## src/rtl/cast_stage_pkg.sv

```systemverilog
// -----------------------------------------------------------------------------
// cast_stage_pkg
//   Shared types for the 24-bit width-cast stage and its downstream consumers.
//   - CAST_DATA_W : width of a cast result word
//   - CAST_ACC_W  : widest supported block-sum width
//   - acc_state_t : block accumulator FSM states
//   - acc_rec_t   : one per-block summary record (sum, OR, word count, overflow)
// -----------------------------------------------------------------------------
package cast_stage_pkg;

  localparam int CAST_DATA_W = 24;
  localparam int CAST_ACC_W  = 32;
  localparam int CAST_CNT_W  = 8;

  typedef enum logic {
    ACCUM = 1'b0,
    EMIT  = 1'b1
  } acc_state_t;

  // The OR field cannot be called "or" (reserved word), hence "bor".
  typedef struct packed {
    logic [CAST_ACC_W-1:0]  sum;
    logic [CAST_DATA_W-1:0] bor;
    logic [CAST_CNT_W-1:0]  count;
    logic                   ovf;
  } acc_rec_t;

endpackage : cast_stage_pkg

```

## src/rtl/cast_result_accumulator.sv

```systemverilog
// -----------------------------------------------------------------------------
// cast_result_accumulator
//   Consumes unsigned cast results over a valid/ready stream, sums and ORs them
//   in blocks of BLOCK_LEN words (or shorter blocks closed by flush), and
//   presents one summary record per block to a sink that may stall.
//
// Parameters
//   DATA_W    : input word width (<= CAST_DATA_W), zero-extended into the sum
//   BLOCK_LEN : words per full block, 1..255
//   ACC_W     : sum width, DATA_W <= ACC_W <= CAST_ACC_W; sum wraps mod 2^ACC_W
//
// Ports
//   clk        : clock, all state on rising edge
//   rst        : synchronous active-high reset, drops any partial block/record
//   in_valid   : in_data valid
//   in_ready   : word accepted this cycle when in_valid is also high
//   in_data    : cast result word
//   flush      : close the current partial block (level, sampled every cycle)
//   out_valid  : summary record valid
//   out_ready  : sink accepts the record
//   out_sum    : modulo-2^ACC_W sum of the block words
//   out_or     : bitwise OR of the block words
//   out_count  : number of words in the block (1..BLOCK_LEN)
//   out_ovf    : some add in the block carried out of ACC_W
// -----------------------------------------------------------------------------
module cast_result_accumulator
  import cast_stage_pkg::*;
#(
  parameter int DATA_W    = CAST_DATA_W,
  parameter int BLOCK_LEN = 8,
  parameter int ACC_W     = 32
) (
  input  logic              clk,
  input  logic              rst,
  input  logic              in_valid,
  output logic              in_ready,
  input  logic [DATA_W-1:0] in_data,
  input  logic              flush,
  output logic              out_valid,
  input  logic              out_ready,
  output logic [ACC_W-1:0]  out_sum,
  output logic [DATA_W-1:0] out_or,
  output logic [7:0]        out_count,
  output logic              out_ovf
);

  localparam int CNT_W = 8;
  localparam logic [CNT_W-1:0] LAST_IDX = CNT_W'(BLOCK_LEN - 1);

  // Zero-extending add that also returns the carry out of ACC_W in the MSB.
  function automatic logic [ACC_W:0] add_carry(
    input logic [ACC_W-1:0]  a,
    input logic [DATA_W-1:0] b
  );
    return {1'b0, a} + {{(ACC_W + 1 - DATA_W){1'b0}}, b};
  endfunction

  acc_state_t r_state;
  acc_state_t w_state_next;

  logic [ACC_W-1:0]  r_acc_p0;
  logic [DATA_W-1:0] r_or_p0;
  logic [CNT_W-1:0]  r_cnt_p0;
  logic              r_ovf_p0;
  acc_rec_t          r_rec_p1;

  logic              w_hs_in;
  logic              w_hs_out;
  logic              w_close;
  logic [ACC_W:0]    w_add;
  logic [ACC_W-1:0]  w_acc_next;
  logic [DATA_W-1:0] w_or_next;
  logic [CNT_W-1:0]  w_cnt_next;
  logic              w_ovf_next;

  // The record is held in the package-wide record type, which may be wider
  // than this instance's ACC_W/DATA_W; the spare upper bits are always zero.
  logic              w_unused_rec;

  // A pending record blocks input unless the sink takes it this same cycle;
  // this is the only combinational path through the block.
  assign in_ready = (r_state == ACCUM) | out_ready;
  assign w_hs_in  = in_valid & in_ready;
  assign w_hs_out = (r_state == EMIT) & out_ready;

  // ---------------------------------------------------------------- stage p0
  // Block running values including the word handshaked this cycle. While a
  // record is pending the accumulators are already clear, so a word accepted
  // alongside the retiring record naturally becomes word 1 of the next block.
  assign w_add      = add_carry(r_acc_p0, in_data);
  assign w_acc_next = w_hs_in ? w_add[ACC_W-1:0] : r_acc_p0;
  assign w_or_next  = w_hs_in ? (r_or_p0 | in_data) : r_or_p0;
  assign w_cnt_next = r_cnt_p0 + CNT_W'(w_hs_in);
  assign w_ovf_next = r_ovf_p0 | (w_hs_in & w_add[ACC_W]);

  // A flush with nothing accumulated and no word arriving closes nothing, so
  // an empty record is never produced.
  assign w_close = (w_hs_in & (r_cnt_p0 == LAST_IDX))
                 | (flush & ((r_cnt_p0 != '0) | w_hs_in));

  // ---------------------------------------------------------------- stage p1
  // Accumulators and the output record. The record only changes on a close,
  // and a close can only happen while no record is pending or while the
  // pending one retires, so a stalled record stays stable.
  always_ff @(posedge clk) begin
    if (rst) begin
      r_acc_p0 <= '0;
      r_or_p0  <= '0;
      r_cnt_p0 <= '0;
      r_ovf_p0 <= 1'b0;
      r_rec_p1 <= '0;
    end else if (w_close) begin
      r_acc_p0       <= '0;
      r_or_p0        <= '0;
      r_cnt_p0       <= '0;
      r_ovf_p0       <= 1'b0;
      r_rec_p1.sum   <= CAST_ACC_W'(w_acc_next);
      r_rec_p1.bor   <= CAST_DATA_W'(w_or_next);
      r_rec_p1.count <= w_cnt_next;
      r_rec_p1.ovf   <= w_ovf_next;
    end else begin
      r_acc_p0 <= w_acc_next;
      r_or_p0  <= w_or_next;
      r_cnt_p0 <= w_cnt_next;
      r_ovf_p0 <= w_ovf_next;
    end
  end

  // FSM: state register.
  always_ff @(posedge clk) begin
    if (rst) begin
      r_state <= ACCUM;
    end else begin
      r_state <= w_state_next;
    end
  end

  // FSM: next state. A close always (re)enters EMIT, which gives
  // back-to-back records when a retiring record coincides with a new close.
  always_comb begin
    w_state_next = r_state;
    if (w_close) begin
      w_state_next = EMIT;
    end else if (w_hs_out) begin
      w_state_next = ACCUM;
    end
  end

  // FSM: outputs.
  always_comb begin
    out_valid = (r_state == EMIT);
  end

  assign out_sum   = r_rec_p1.sum[ACC_W-1:0];
  assign out_or    = r_rec_p1.bor[DATA_W-1:0];
  assign out_count = r_rec_p1.count;
  assign out_ovf   = r_rec_p1.ovf;

  assign w_unused_rec = ^{r_rec_p1.sum, r_rec_p1.bor};

endmodule : cast_result_accumulator

```

## config.mk

```make
export PLATFORM = sky130hd
export DESIGN_NAME = cast_result_accumulator
export DESIGN_NICKNAME = d
export VERILOG_FILES = /design/src/rtl/cast_stage_pkg.sv /design/src/rtl/cast_result_accumulator.sv
export SDC_FILE = /design/constraint.sdc
export NUM_CORES = 1
export LEC_CHECK = 0
export BUFFER_PORTS_ARGS = -buffer_cell sky130_fd_sc_hd__buf_2
export CAP_MARGIN = 10
export CORE_ASPECT_RATIO = 0.5
export CORE_UTILIZATION = 35
export DETAILED_ROUTE_END_ITERATION = 10
export PLACE_DENSITY = 0.58
export SETUP_SLACK_MARGIN = 0.02
export SYNTH_ARGS = -nofsm -noshare
export SYNTH_HDL_FRONTEND = slang
export SYNTH_SLANG_ARGS = --single-unit
```

## constraint.sdc

```tcl
create_clock -name clk -period 6.25 [get_ports clk]
set_input_delay 0.3125 -clock clk [delete_from_list [all_inputs] [get_ports clk]]
set_output_delay 0.3125 -clock clk [all_outputs]
set_load 0.1 [all_outputs]
```

Yosys cells after proc, flatten, opt, wreduce, memory -nomap -nowiden

Index checks and enable logic that the tools add are counted.

Logic and storage cells: 30
Register bits: 131
Memories kept: 0
Latch bits: 0
Input bits: 29
Output and inout bits: 67
ROM bits: 0
Memory bits (writable): 0

Reductions and logical operators: 3
Muxes and demuxes: 4
Equal/unequal tests: 1
Multiply operators: 0
$add $sub $neg: 2
$lt $le $gt $ge: 0
Bitwise operators: 11
Divide/modulo/power cells: 0
Shifts and indexed selects: 0

Operator list:

| operator                                                         | number |
|---|---|
| 32-bit by 24-bit adder with 33-bit output                        | 1 |
| 32-bit 2-to-1 mux                                                | 1 |
| 24-bit 2-to-1 mux                                                | 1 |
| 24-bit OR                                                        | 1 |
| 8-bit by 1-bit adder with 8-bit output                           | 1 |
| 8-bit by 3-bit == test with 1-bit output (second input constant) | 1 |
| 8-bit nonzero test                                               | 1 |
| 1-bit AND                                                        | 5 |
| 1-bit OR                                                         | 4 |
| 1-bit 2-to-1 mux                                                 | 2 |
| 2-bit nonzero test                                               | 1 |
| 2-bit OR reduction                                               | 1 |
| 1-bit inverter                                                   | 1 |

Depth between registers and ports, before layout

Gate-level depths: netlist of run 1.

Word-level depth: 7
Depth in mapped cells: 10
Gate-level depth less buffers: 10

Worst setup path before layout of run 1

Ideal clock, no wire load.

Path kind: reg2reg
Start: register r_state, in the netlist out_valid
End: register r_rec_p1, in the netlist out_sum[31]
Setup time: 0.086 ns
Required time: 6.164 ns
Cell stages (with the launch flop): 11
Buffers on the path: 2
Setup slack: 2.507 ns
Arrival time: 3.658 ns
Period minus slack after synthesis: 3.743 ns
Cell sequence: dfxtp_1 > nand2b_1 > nand2_1 > clkinv_1 > a41o_1 > nand2_1 > and2_1 > clkbuf_1 > buf_1 > nand2_1 > a211oi_1

Longest elaborated chain between the ends: 6
Elaborated cells on any way between the ends: 8
Those cells by class: mux (1); bitwise (7)

Ends and longest elaborated chain:

| element                | line                           | RTL |
|---|---|---|
| from (decl)            | cast_result_accumulator.sv:58  | `acc_state_t r_state;` |
| from (signal assigned) | cast_result_accumulator.sv:134 | `r_state <= w_state_next;` |
| 1-bit inverter *       | cast_result_accumulator.sv:82  | `assign in_ready = (r_state == ACCUM) \| out_ready;` |
| 1-bit OR *             | cast_result_accumulator.sv:82  |  |
| net in_ready           | cast_result_accumulator.sv:36  | `output logic in_ready,` |
| 1-bit AND *            | cast_result_accumulator.sv:83  | `assign w_hs_in = in_valid & in_ready;` |
| 1-bit OR               | cast_result_accumulator.sv:99  | `\| (flush & ((r_cnt_p0 != '0) \| w_hs_in));` |
| 1-bit AND              | cast_result_accumulator.sv:99  |  |
| 1-bit OR               | cast_result_accumulator.sv:99  |  |
| to (decl)              | cast_result_accumulator.sv:65  | `acc_rec_t r_rec_p1;` |

Mark *: on every way through the listed nets, which the timed path passes. The rest lies on a longest branch.
A chain may end at the register's enable or synchronous reset.

Worst setup path in the final report of run 1

Start: register r_acc_p0[1]
End: register r_rec_p1, in the netlist out_sum[29]

Longest elaborated chain between the ends: 2

Ends and longest elaborated chain:

| element                                   | line                           | RTL |
|---|---|---|
| from (decl)                               | cast_result_accumulator.sv:61  | `logic [ACC_W-1:0] r_acc_p0;` |
| from (signal assigned)                    | cast_result_accumulator.sv:122 | `r_acc_p0 <= w_acc_next;` |
| 32-bit by 24-bit adder with 33-bit output | cast_result_accumulator.sv:55  | `return {1'b0, a} + {{(ACC_W + 1 - DATA_W){1'b0}}, b};` |
| 32-bit 2-to-1 mux                         | cast_result_accumulator.sv:91  | `assign w_acc_next = w_hs_in ? w_add[ACC_W-1:0] : r_acc_p0;` |

Every way passes these cells.

==> impl_metrics.py, run 1 <==
metrics = {
    "status": {
        "outcome": "complete, no violations",
    },
    "clocking": {
        "tritoncts": "yes",
        "cts_htree_levels": 4,
        "numCtsBuffers": 17,
        "ctsResizeCount": 0,
        "hold_buffers": 0,
        "clock_latency_ps": 410,
        "clkSinkCount": 131,
        "cts-root-buf": "clkbuf_16",
        "post_cts_buffers": 0,
        "cts_buffer_depth": 2,
        "cts.clk_slew.worst_paths_ps": 60,
    },
    "floorplan": {
        "start_util": 0.369,
        "die_x_um": 185,
        "die-area_um2": 17300,
        "rows": 32,
        "io_pins": 96,
        "chipHeight_um": 93.5,
        "core_um2": 15900,
    },
    "logic_synthesis": {
        "synth_cell_types": 50,
        "ys_ff_latch": 131,
        "ys_seq_area_frac": 0.448,
        "synth.largest_area_cell": "dfxtp_1",
        "synth_area_um2": 5850,
        "synth-async-reset-ratio": 0,
        "synth_nets": 742,
        "synthTopCellsByCount": "nor2_1 (156), dfxtp_1 (131), a21oi_1 (62)",
        "syn_inst": 686,
        "synth.most_common_cell": "nor2_1",
        "synth_top_area_frac": 0.448,
        "synth-main-ff-cell": "dfxtp_1",
        "synth_edf_count": 0,
        "yosys_warnings": 0,
        "ys_top_cells_by_area": "dfxtp_1 (45%), nor2_1 (10%), a211oi_1 (7.7%), ha_1 (5.6%), a21oi_1 (5.3%)",
        "syn_area_per_cell_um2": 8.53,
    },
    "detailed_routing": {
        "drtAntennaViolNets": 0,
        "drt_iter0_drc": 258,
        "vias": 5060,
        "routed_via_density": 5.07,
        "drc": 0,
        "dr.pass1.iters": 5,
        "wl_per_cell_um": 14.9,
        "routed_wl_um": 14900,
    },
    "cells_and_area": {
        "final_area_um2": 7120,
        "post-route-util": 0.449,
        "fill_cells": 1594,
        "n_antenna_cell": 0,
        "drive_gt1_frac": 0.176,
        "final_nets": 821,
        "regArea_um2": 2620,
        "syn_to_final_growth_pct": 21.7,
        "multiInputGateArea_um2": 3070,
    },
    "placement": {
        "dpl_cell_area_um2": 6510,
        "gp_congestion": 0.849,
        "dpl.hpwl_um": 10200,
        "port_buffers": 95,
    },
    "critical_path": {
        "path_cells": "ha_1 -> a211oi_1 -> o21ai_0 -> a221o_1 -> a221o_1 -> a2111o_1 -> nand3_1 -> xor2_1 -> a211oi_1",
        "r2r_cells": 9,
        "crit_family": "compound AO/OA/AOI/OAI gates",
        "crit_type": "flop to flop",
        "cpPeakStageDelay_ps": 530,
        "worstSetupEndpointType": "flop",
        "crit_buf_inv": 0,
        "critPathArrivalTime_ps": 3360,
        "path_depth": 9,
        "critPathRequiredTime_ps": 6500,
        "critPathLaunchType": "flop",
        "critical_path_peak_fanout": 5,
        "cp_slowest_cell": "a2111o_1",
    },
    "power_and_ir_drop": {
        "pwr-share-clk": 0.388,
        "combPwrFrac": 0.262,
        "ir_drop_mv": 0.198,
        "p_seq_frac": 0.350,
        "switchingPower_w": 0.000955,
        "p_sw_frac": 0.357,
        "design_power_total_w": 0.00268,
        "power_leakage_nw": 3.07,
        "power-per-cell-area_nw_per_um2": 376,
        "p_int_w": 0.00172,
    },
    "global_route": {
        "grt.overflow.total": 0,
        "grt_use_total": 0.180,
        "grt_pass1_wl_um": 24200,
        "grt_antenna_before_repair": 0,
        "grt_max_degree": 69,
        "grt_pass1_vias": 4660,
    },
    "timing": {
        "worst_clock_skew_ps": 10.9,
        "max_slew.worst_pin.slew_ps": 780,
        "final_hold_viol_count": 0,
        "period_needed_ps": 3110,
        "slew-limit-headroom": 0.480,
        "min_period_over_period": 0.497,
        "rsz0062_at_grt": "no",
        "setup_tns_ps": 0,
        "fmax_mhz": 322,
        "setup_violations": 0,
        "drv_slew": 0,
        "hold_ws_ps": 170,
    },
    "flow_run": {
        "drv_cap": 0,
    },
    "worst_hold_path": {
        "hold_depth": 3,
        "hold_path.class": "primary input to flop",
    },
}
flip-flops by register name, summed over array words and instances, names as in the netlist:
register / count
out_sum: 32
r_acc_p0: 32
out_or: 24
r_or_p0: 24
out_count: 8
r_cnt_p0: 8
out_ovf: 1
out_valid: 1
r_ovf_p0: 1
final cells by class:
class                   count  share of cell area
well taps                 221              0.0388
flip-flops and latches    131               0.368
inverters                   7             0.00369
multi-input cells         508               0.431
clock buffers              20              0.0655
clock inverters            11              0.0213
repair buffers            100              0.0720
cells in the final DEF, fill, tap and decap left out, types with 15 or more instances in the layout:
cell         n
nand2_1     34
xor2_1      17
xnor2_1     15
ha_1        26
clkbuf_16   17
a211oi_1    60
dfxtp_1    131
a21oi_1     62
nand3_1     18
nor2_1     156
buf_2       95
power groups by stage:
| stage | combinational, W | sequential, W | clock, W |
|---|---|---|---|
| floorplan | 0.000277 | 0.00125 | 0 |
| global placement | 0.000696 | 0.000953 | 0 |
| detailed placement | 0.000700 | 0.000955 | 0 |
| CTS | 0.000704 | 0.000937 | 0.00106 |
| global route | 0.000753 | 0.000944 | 0.00110 |
| finish | 0.000702 | 0.000937 | 0.00104 |
stage by stage:
step | worst slack (ps) | cells
after floorplan | 2510 | 686
after global placement | 3140 | 967
after detailed placement | 3100 | 967
after CTS | 3190 | 998
after global routing | 2950 | 998
final | 3140 | 998
logic make-up (layout without fill, tap and decap cells):
logic type / count (synthesis) / count (layout) / synth area share
mux: 11 / 11 / 0.0190
compound gates: 188 / 188 / 0.215
simple gates: 250 / 250 / 0.181
flops: 131 / 131 / 0.448
buf+inv: 47 / 138 / 0.0301
fa+ha+maj: 27 / 27 / 0.0590
xor+xnor: 32 / 32 / 0.0479
metal layers:
metal | GRT usage | up-vias | wire length, µm
met5 | 0 | - | 0
met4 | 0.0461 | 0 | 111
met3 | 0.0475 | 14 | 710
met2 | 0.251 | 91 | 5900
met1 | 0.267 | 2343 | 8170
li1 | - | 2612 | -
worst min-delay path, cell delays in order:
cell,delay [ps]
buf_2,90
a21oi_1,70
nor2_1,70
final timing paths:
path	startpoint	endpoint	slack (ps)
min reg2reg	out_count[0]	out_count[0]	450
max reg2reg	r_acc_p0[1]	out_sum[29]	3140
min	in_data[17]	r_or_p0[17]	170
max	r_acc_p0[1]	out_sum[29]	3140
Power figures use the tool's default switching activity.
==> run 2, diff against run 1 <==
Settings changed: PLACE_DENSITY 0.58 to 0.6.
Clock period 6.25 ns to 2.7 ns, I/O delays scaled along.
==> run 2 against run 1 <==
The run now ends with negative setup slack left. Fmax grew 15%. Final cell count rose by 3.7%. Die area did not move. Register-to-register slack got worse by 3200 ps. Sequential power increased by 130%.
==> impl_metrics.py, run 2 (same netlist as run 1, synthesis figures left out) <==
metrics = {
    "worst_hold_path": {
        "hold_depth": 3,
        "min_from": "in_data[5]",
        "hold_path.class": "primary input to flop",
    },
    "detailed_routing": {
        "drt_iter0_drc": 217,
        "wl_per_cell_um": 15.0,
        "drtAntennaViolNets": 0,
        "dr.pass1.iters": 4,
        "routed_wl_um": 15500,
        "drc": 0,
        "routed_via_density": 5.11,
        "vias": 5294,
    },
    "placement": {
        "gp_congestion": 0.872,
        "dpl_cell_area_um2": 6760,
        "port_buffers": 95,
        "place_inst": 997,
        "dpl.hpwl_um": 10900,
        "place_ws_ps": -161,
    },
    "critical_path": {
        "critical_path_peak_fanout": 5,
        "r2r_cells": 10,
        "critPathLaunchType": "flop",
        "crit_top_cell": "a221o_1",
        "crit_family": "compound AO/OA/AOI/OAI gates",
        "startpoint": "r_acc_p0[2]",
        "path_cells": "ha_4 -> buf_6 -> o211ai_1 -> o21ai_2 -> a221o_1 -> a221o_1 -> a2111o_1 -> nand4_1 -> xor2_2 -> a211oi_2",
        "r2r-start": "r_acc_p0[2]",
        "cp_slowest_cell": "a2111o_1",
        "worstSetupEndpointType": "flop",
        "path_depth": 10,
        "cpPeakStageDelay_ps": 490,
        "crit_buf_inv": 1,
        "crit_type": "flop to flop",
        "critPathRequiredTime_ps": 2980,
        "critPathArrivalTime_ps": 3000,
    },
    "cells_and_area": {
        "final_nets": 857,
        "drive_gt1_frac": 0.246,
        "fin_cells": 1035,
        "mostFrequentLayoutCells": "nor2_1 (153), dfxtp_1 (127), buf_2 (95), a21oi_1 (57), a211oi_1 (57)",
        "final_area_um2": 7590,
        "n_antenna_cell": 0,
        "final_common_cell": "nor2_1",
        "syn_to_final_growth_pct": 29.6,
        "fill_cells": 1576,
    },
    "power_and_ir_drop": {
        "power-per-cell-area_nw_per_um2": 821,
        "ir_drop_mv": 0.449,
        "design_power_total_w": 0.00623,
        "power_leakage_nw": 3.25,
    },
    "status": {
        "violations": "negative setup slack",
        "outcome": "finished, violations left",
    },
    "global_route": {
        "grt_max_degree": 59,
        "grt.overflow.total": 0,
        "grt_antenna_before_repair": 0,
        "grt_pass1_vias": 4910,
        "grt_use_total": 0.185,
        "grt_pass1_wl_um": 25200,
    },
    "timing": {
        "max_slew.worst_pin.slew_ps": 554,
        "rsz0062_at_grt": "yes",
        "fmax_mhz": 368,
        "setup_tns_ps": -14.3,
        "drv_slew": 0,
        "setup_violations": 1,
        "final_hold_viol_count": 0,
        "slew-limit-headroom": 0.626,
        "worst_clock_skew_ps": 10.4,
        "min_period_over_period": 1.01,
        "fin_ws_ps": -14.3,
        "period_needed_ps": 2710,
    },
    "clocking": {
        "tritoncts": "yes",
        "clkSinkCount": 131,
        "cts-root-buf": "clkbuf_16",
        "clock_latency_ps": 410,
        "cts.clk_slew.worst_paths_ps": 60,
        "numCtsBuffers": 17,
        "cts_htree_levels": 4,
        "cts_buffer_depth": 2,
    },
    "floorplan": {
        "die-area_um2": 17300,
        "io_pins": 96,
        "core_um2": 15900,
        "chipHeight_um": 93.5,
        "die_x_um": 185,
        "start_util": 0.369,
        "rows": 32,
    },
    "flow_run": {
        "drv_cap": 0,
    },
}
==> run 2: metal layers <==
layer,track usage,wire (µm)
met3,0.0483,734
met2,0.274,6330
met4,0.0475,116
met1,0.265,8330
met5,0,0
==> run 2: area by class of cell <==
type                            count  area (µm²)  area share
Tap cell                          221         277      0.0364
Multi-Input combinational cell    508        3250       0.429
Timing Repair Buffer              136         807       0.106
Clock inverter                     13         150      0.0198
Sequential cell                   131        2630       0.347
Inverter                            7        26.3     0.00346
Clock buffer                       19         443      0.0584
==> run 2: per-stage QoR <==
step	util	hold slack [ps]
5_1_grt	0.479	27.1
3_5_place_dp	0.426	416
6_report	0.479	11.1
4_1_cts	0.472	1.40
3_3_place_gp	0.426	406
2_1_floorplan	-	287
==> run 2: power by group <==
| part | total, W | switching (W) | internal, W |
|---|---|---|---|
| Combinational | 0.00174 | 0.00130 | 0.000445 |
| Clock | 0.00232 | 0.000921 | 0.00140 |
| Sequential | 0.00217 | 0.0000752 | 0.00209 |
| Total | 0.00623 | 0.00229 | 0.00393 |
==> run 2: path summary, 6_finish.rpt <==
path | to | slack (ps)
worst max-delay path | out_sum[25] | -10
worst min-delay path | r_or_p0[5] | 10
worst max register to register | out_sum[25] | -10
worst min register to register | r_or_p0[16] | 450
==> run 2: worst min-delay path, cell delays in order <==
cell and delay, ps:
buf_2 110, a21oi_1 80, nor2_1 70
==> run 2: repair_timing <==
action,4_1_cts,5_1_grt
hold buffers,3,0
setup buffers,1,2
endpoints found under the hold margin,3,0
endpoints found under the setup margin,20,25
gates resized for setup,20,19
pin swaps,17,18
